`src/rtl/d_e_pipe_reg_pkg.sv`:
```
// Shared definitions for the D->E pipeline register: operand-2 select codes,
// the NOP instruction word and the select normalisation helper.
package d_e_pipe_reg_pkg;

    localparam logic [1:0]  SEL_RDATA2   = 2'b00;
    localparam logic [1:0]  SEL_EXT      = 2'b01;
    localparam logic [1:0]  SEL_ZERO_EXT = 2'b10;
    localparam logic [1:0]  SEL_RSVD     = 2'b11;
    localparam logic [31:0] NOP_INSTR    = 32'h0000_0000;

    // The reserved select code falls back to the register operand.
    function automatic logic [1:0] norm_sel(input logic [1:0] sel);
        return (sel == SEL_RSVD) ? SEL_RDATA2 : sel;
    endfunction

endpackage

```
`src/rtl/d_e_pipe_reg_tnew_age.sv`:
```
// Combinational saturating decrement of the Tnew hazard field; shared by the
// D->E, E->M and M->W pipeline registers.
module tnew_age #(
    parameter int TNEW_W = 2
) (
    input  logic [TNEW_W-1:0] tnew_in,
    output logic [TNEW_W-1:0] tnew_out
);

    assign tnew_out = (tnew_in == '0) ? '0 : tnew_in - TNEW_W'(1);

endmodule

```
`src/rtl/d_e_pipe_reg.sv`:
```
// D->E pipeline register of the five-stage MIPS core with bubble, flush, hold
// and Tnew ageing. Optional bubble counter enabled by macro DE_BUBBLE_CNT_EN.
module d_e_pipe_reg
    import d_e_pipe_reg_pkg::*;
#(
    parameter int TNEW_W  = 2,
    parameter int ALUOP_W = 4
) (
    input  logic               clk,
    input  logic               reset_n,
    input  logic               d_stall,
    input  logic               e_hold,
    input  logic               flush,
    input  logic [31:0]        D_pc,
    input  logic [31:0]        D_instr,
    input  logic [31:0]        D_Rdata1,
    input  logic [31:0]        D_Rdata2,
    input  logic [15:0]        D_imm16,
    input  logic [1:0]         D_s_data2,
    input  logic [ALUOP_W-1:0] D_aluop,
    input  logic [4:0]         D_rd_addr,
    input  logic [TNEW_W-1:0]  D_Tnew,
    output logic [31:0]        E_pc,
    output logic [31:0]        E_instr,
    output logic [31:0]        E_Rdata1,
    output logic [31:0]        E_Rdata2,
    output logic [15:0]        E_imm16,
    output logic [1:0]         s_E_data2,
    output logic [ALUOP_W-1:0] E_aluop,
    output logic [4:0]         E_rd_addr,
    output logic [TNEW_W-1:0]  E_Tnew,
`ifdef DE_BUBBLE_CNT_EN
    output logic [31:0]        E_bubble_cnt,
`endif
    output logic               E_valid
);

    logic [TNEW_W-1:0] tnew_aged;
    logic              bubble;

    assign bubble = flush | d_stall;

    tnew_age #(.TNEW_W(TNEW_W)) u_tnew_age (
        .tnew_in  (D_Tnew),
        .tnew_out (tnew_aged)
    );

    // Hold has priority over any bubble request; a bubble still carries the PC
    // so a later exception can report a meaningful EPC.
    always_ff @(posedge clk or negedge reset_n) begin
        if (!reset_n) begin
            E_pc      <= '0;
            E_instr   <= NOP_INSTR;
            E_Rdata1  <= '0;
            E_Rdata2  <= '0;
            E_imm16   <= '0;
            s_E_data2 <= SEL_RDATA2;
            E_aluop   <= '0;
            E_rd_addr <= '0;
            E_Tnew    <= '0;
            E_valid   <= 1'b0;
        end else if (!e_hold) begin
            E_pc <= D_pc;
            if (bubble) begin
                E_instr   <= NOP_INSTR;
                E_Rdata1  <= '0;
                E_Rdata2  <= '0;
                E_imm16   <= '0;
                s_E_data2 <= SEL_RDATA2;
                E_aluop   <= '0;
                E_rd_addr <= '0;
                E_Tnew    <= '0;
                E_valid   <= 1'b0;
            end else begin
                E_instr   <= D_instr;
                E_Rdata1  <= D_Rdata1;
                E_Rdata2  <= D_Rdata2;
                E_imm16   <= D_imm16;
                s_E_data2 <= norm_sel(D_s_data2);
                E_aluop   <= D_aluop;
                E_rd_addr <= D_rd_addr;
                E_Tnew    <= tnew_aged;
                E_valid   <= 1'b1;
            end
        end
    end

`ifdef DE_BUBBLE_CNT_EN
    always_ff @(posedge clk or negedge reset_n) begin
        if (!reset_n) begin
            E_bubble_cnt <= '0;
        end else if (!e_hold && bubble && (E_bubble_cnt != 32'hFFFF_FFFF)) begin
            E_bubble_cnt <= E_bubble_cnt + 32'd1;
        end
    end
`endif

endmodule

```
`config.mk`:
```
export PLATFORM = sky130hd
export DESIGN_NAME = d_e_pipe_reg
export DESIGN_NICKNAME = d
export VERILOG_FILES = /design/src/rtl/d_e_pipe_reg_pkg.sv /design/src/rtl/d_e_pipe_reg_tnew_age.sv /design/src/rtl/d_e_pipe_reg.sv
export SDC_FILE = /design/constraint.sdc
export NUM_CORES = 1
export LEC_CHECK = 0
export ABC_AREA = 1
export BUFFER_PORTS_ARGS = -buffer_cell sky130_fd_sc_hd__buf_2
export CORE_MARGIN = 2
export CORE_UTILIZATION = 30
export DETAILED_ROUTE_END_ITERATION = 7
export HOLD_SLACK_MARGIN = 0.08
export SKIP_CTS_REPAIR_TIMING = 1
export SLEW_MARGIN = 20
export SYNTH_ARGS = -nofsm -noshare
export SYNTH_HDL_FRONTEND = slang
export SYNTH_SLANG_ARGS = --single-unit
```
`constraint.sdc`:
```
create_clock -name clk -period 0.8 [get_ports clk]
set_clock_uncertainty 0.2 [all_clocks]
set_input_delay 0.16 -clock clk [delete_from_list [all_inputs] [get_ports clk]]
set_output_delay 0.16 -clock clk [all_outputs]
set_load 0.05 [all_outputs]
```
* After elaboration in Yosys (flattened, before gate mapping) *
Index checks and enable logic that the tools add are counted.

storage, ports and cells
  register bits = 158
  input bits = 162
  output and inout port bits = 158
  logic and storage cells = 25

cells by class
  add/sub/neg operators = 1
  equality and inequality tests = 1
  muxes and demuxes = 11
  bitwise operators = 1
  reductions and logical operators = 1

operator list
  operator               number
  $mux W32               3
  $mux W16               1
  $mux W2                4
  $mux W5                1
  $mux W4                1
  $eq A2 B2 Y1 const B   1
  $logic_not A2 Y1       1
  $sub A2 B1 Y2 const B  1
  $mux W1                1
  $or A1 B1 Y1           1

* Longest topological paths before layout *
  word-level depth = 3
  gate-level depth with buffers = 6
  gate-level depth less buffers = 4

* Cells and area by module *
Synthesis repeated with hierarchy kept, for this count alone.

unflattened totals
  cells, all modules = 690
  area, all modules = 6,183.4 um2

modules (own cells, without submodules)
  module        times used  cells each  area an instance (um2)  seq. area each (um2)
  d_e_pipe_reg  1           686         6,165.9                 3,953.8
  tnew_age      1           4           17.5                    0.0

* Worst setup path before layout *
Ideal clock, no wire load.

  path kind = input to register
  start point = input port e_hold
  end point = register E_Rdata2[19]
  arrival = 820 ps
  required time = 534 ps
  setup slack = -286 ps
  cell stages on the path = 6
  buffers on the path = 3
  cell sequence = buf_2 > inv_2 > buf_4 > buf_2 > nand3_1 > nand2_1

RTL lines
  what                  RTL line            text
  start, declared       d_e_pipe_reg.sv:12  input logic e_hold,
  end signal, assigned  d_e_pipe_reg.sv:77  E_Rdata2 <= D_Rdata2;
  end, declared         d_e_pipe_reg.sv:26  output logic [31:0] E_Rdata2,

* Worst setup path in the final report *
  start point = register E_Rdata1[31]
  end point = output port E_Rdata1[31]

RTL lines
  what                    RTL line            text
  start, declared         d_e_pipe_reg.sv:25  output logic [31:0] E_Rdata1,
  start signal, assigned  d_e_pipe_reg.sv:76  E_Rdata1 <= D_Rdata1;

No word-level cell between the ends.

==> run metrics <==
worst rel slew slack 84.16%; maximum vdd drop 1.159 mV; Synth top area share 63.81%; Pre-antenna DRT Iters 4; slowest stage cell, crit path dfrtp_2; reg2reg start E_instr[12]; Initial DRC Count 201; max-cap viol count 0; run status finished with violations; I/O Pins 320; Die ar. 21,820 µm²; mapped cell area 6196 µm²; startpoint types flop; Final WS setup -0.5763 ns; sequential fraction of design power 39.8%; vias in the first global route 5,905; largest net degree at the start of global routing 40; CTS Buf Count 17; Combinational Power Share 23.8%; die width 147.7 µm; DR vias 6,215; placer congestion estimate 0.7966; max-slew violations 0; Setup crit end kind output pin; nets@finish 1,266; Synthesized Nets 852; Clock Latency Late Sink 0.42 ns; top post-synthesis cells by count 350 x nand2_1, 158 x dfrtp_1, 125 x nand3_1; Cell Chain, Critical Path buf_6; register area share after synthesis 63.81%; Setup CP Type flop to output pin; Synth async-reset ratio 100.0%; gr usage total 18.00%; WL per Instance 15.54 µm; Via density 4.478; worst-path maximum fanout 2; final hold vios 270; largest area contributor in the netlist dfrtp_1; most common cell in the netlist nand2_1; Layout area overhead 87.76%; leakage dissipation 0.005955 µW; synth warn 0; fin crit period 1.376 ns; Buf/Inv on CP 1; CTS tree built; H-tree levels 4; Pint 15,200 µW; Die Span Y 147.7 µm; reg2reg path depth 3; fmax 0.7266 GHz; CTS Buffer Depth 2; synth top area cells dfrtp_1 64%, nand2_1 21%, nand3_1 10%; hold slack -0.6257 ns; arrival time at the worst endpoint 1.02 ns; Final Core Density 57.49%; fraction of layout cells with a size suffix above 1 61.77%; Setup crit start E_Rdata1[31]; Sinks on Clock Net 158; # setup viols final 314; number of synthesized flops with an enable pin 0; RSZ-0062 raised after global routing true; first-pass GRT wire length 30,990 µm; Initial Util 30.62%; port bufs 319; Final ANT Viol Nets 0; CP delay by family, top flip-flops; Avg Cell Area, Syn 8.980 µm²; Pwr Density 1937 nW/µm²; initial antenna violation count 1; core area 20,230 µm²; CP required 0.44 ns; DRC violations left 0; Reg clk slew, reported paths 0.07 ns; Hold WC Path Type input pin to asynchronous set/reset pin; CTS Root Cell clkbuf_16; Clk pwr share 36.4%; Synth Flop Type dfrtp_1; #FFs+latches synth 158; Worst path depth 1; # rows 52; synth unique cells 12; Sw Share 32.53%; Gate Count Post-Synth 690; total wire length 21,570 µm; placed wire-length estimate 14,320 µm; Filler Cell Count 1,692; grt total ovfl 0; failing checks hold timing, setup timing; worst stage delay on the critical path 0.43 ns; Psw 7329 µW; Tcrit/Tclk final 172.0%; worst slew pin tran 0.2376 ns
-- stage by stage --
step	setup slack, ns	std cells	TNS, ns	instance area, µm²	total power, µW
CTS	-0.6579	1320	-100.98	9723	21580
global route	-0.6166	1388	-102.69	11630	23460
detailed placement	-0.4485	1288	-82.42	9139	13310
finish	-0.5763	1388	-92.47	11630	22530
floorplan	-0.2356	690	-39.61	6938	11710
global placement	-0.4336	1288	-80.87	9139	13280
-- power groups by stage --
stage	registers (µW)	clock network (µW)	logic, µW
after floorplan	10700	0	974
after global placement	8950	0	4330
after detailed placement	8950	0	4360
after CTS	8820	8410	4350
after global routing	9030	8750	5680
final	8970	8190	5360
-- cells in the final DEF, fill, tap and decap left out --
cell type	n
buf_12	25
diode_2	1
buf_16	1
nor2_1	3
dlygate4sd3_1	45
dfrtp_2	138
nand3_1	62
inv_8	2
dfrtp_1	20
buf_2	158
inv_1	4
buf_4	35
nand2_2	56
nor2_4	1
clkbuf_16	23
nand2_4	1
nand2_1	293
nand3_2	63
clkinv_2	1
buf_6	172
clkinv_4	3
bufinv_16	1
inv_6	8
clkbuf_8	1
buf_8	1
-- layout make-up --
type	count	area, µm²	area share, %
diodes	1	2.502	0.02151
clock buffers	18	439.2	3.775
clock inverters	14	145.1	1.248
inverters	5	23.77	0.2043
multi-input cells	479	2425	20.84
flip-flops and latches	158	4126	35.47
well taps	270	337.8	2.904
repair buffers	443	4134	35.53
-- flip-flops by register name (all words and copies together) (netlist names) --
signal,cells
E_Rdata2,32
E_instr,32
s_E_data2,2
E_Tnew,2
E_pc,32
E_imm16,16
E_Rdata1,32
E_rd_addr,5
E_aluop,4
E_valid,1
-- cells by family after synthesis --
| family | count (synthesis) | synth area share, % |
|---|---|---|
| flip-flops | 158 | 63.81 |
| buffers and inverters | 53 | 4.523 |
| AND/OR/NAND/NOR | 479 | 31.66 |
-- worst register-to-register path, cell delays in order, from the launching register on --
cell and delay (ns):
dfrtp_1 0.41, buf_6 0.13, nand2_2 0.06, nand2_2 0.05
-- per-layer routing --
layer / vias up / part of all wire (%) / GRT usage (%)
met1: 2931 / 42 / 23.59
met4: 0 / 1.5 / 5.529
met2: 249 / 49 / 28.53
li1: 3012 / - / -
met5: - / 0 / 0
met3: 23 / 7.3 / 5.772
-- final timing paths --
kind                           endpoint  slack, ns
min in group clk                E_pc[4]      -0.27
max reg2reg                 E_instr[12]      -0.16
min reg2reg                  E_imm16[0]       0.29
min                        E_Rdata1[27]      -0.63
max in group asynchronous   E_instr[22]       0.56
max                        E_Rdata1[31]      -0.58
No activity file was read; power rests on OpenSTA's default activity.
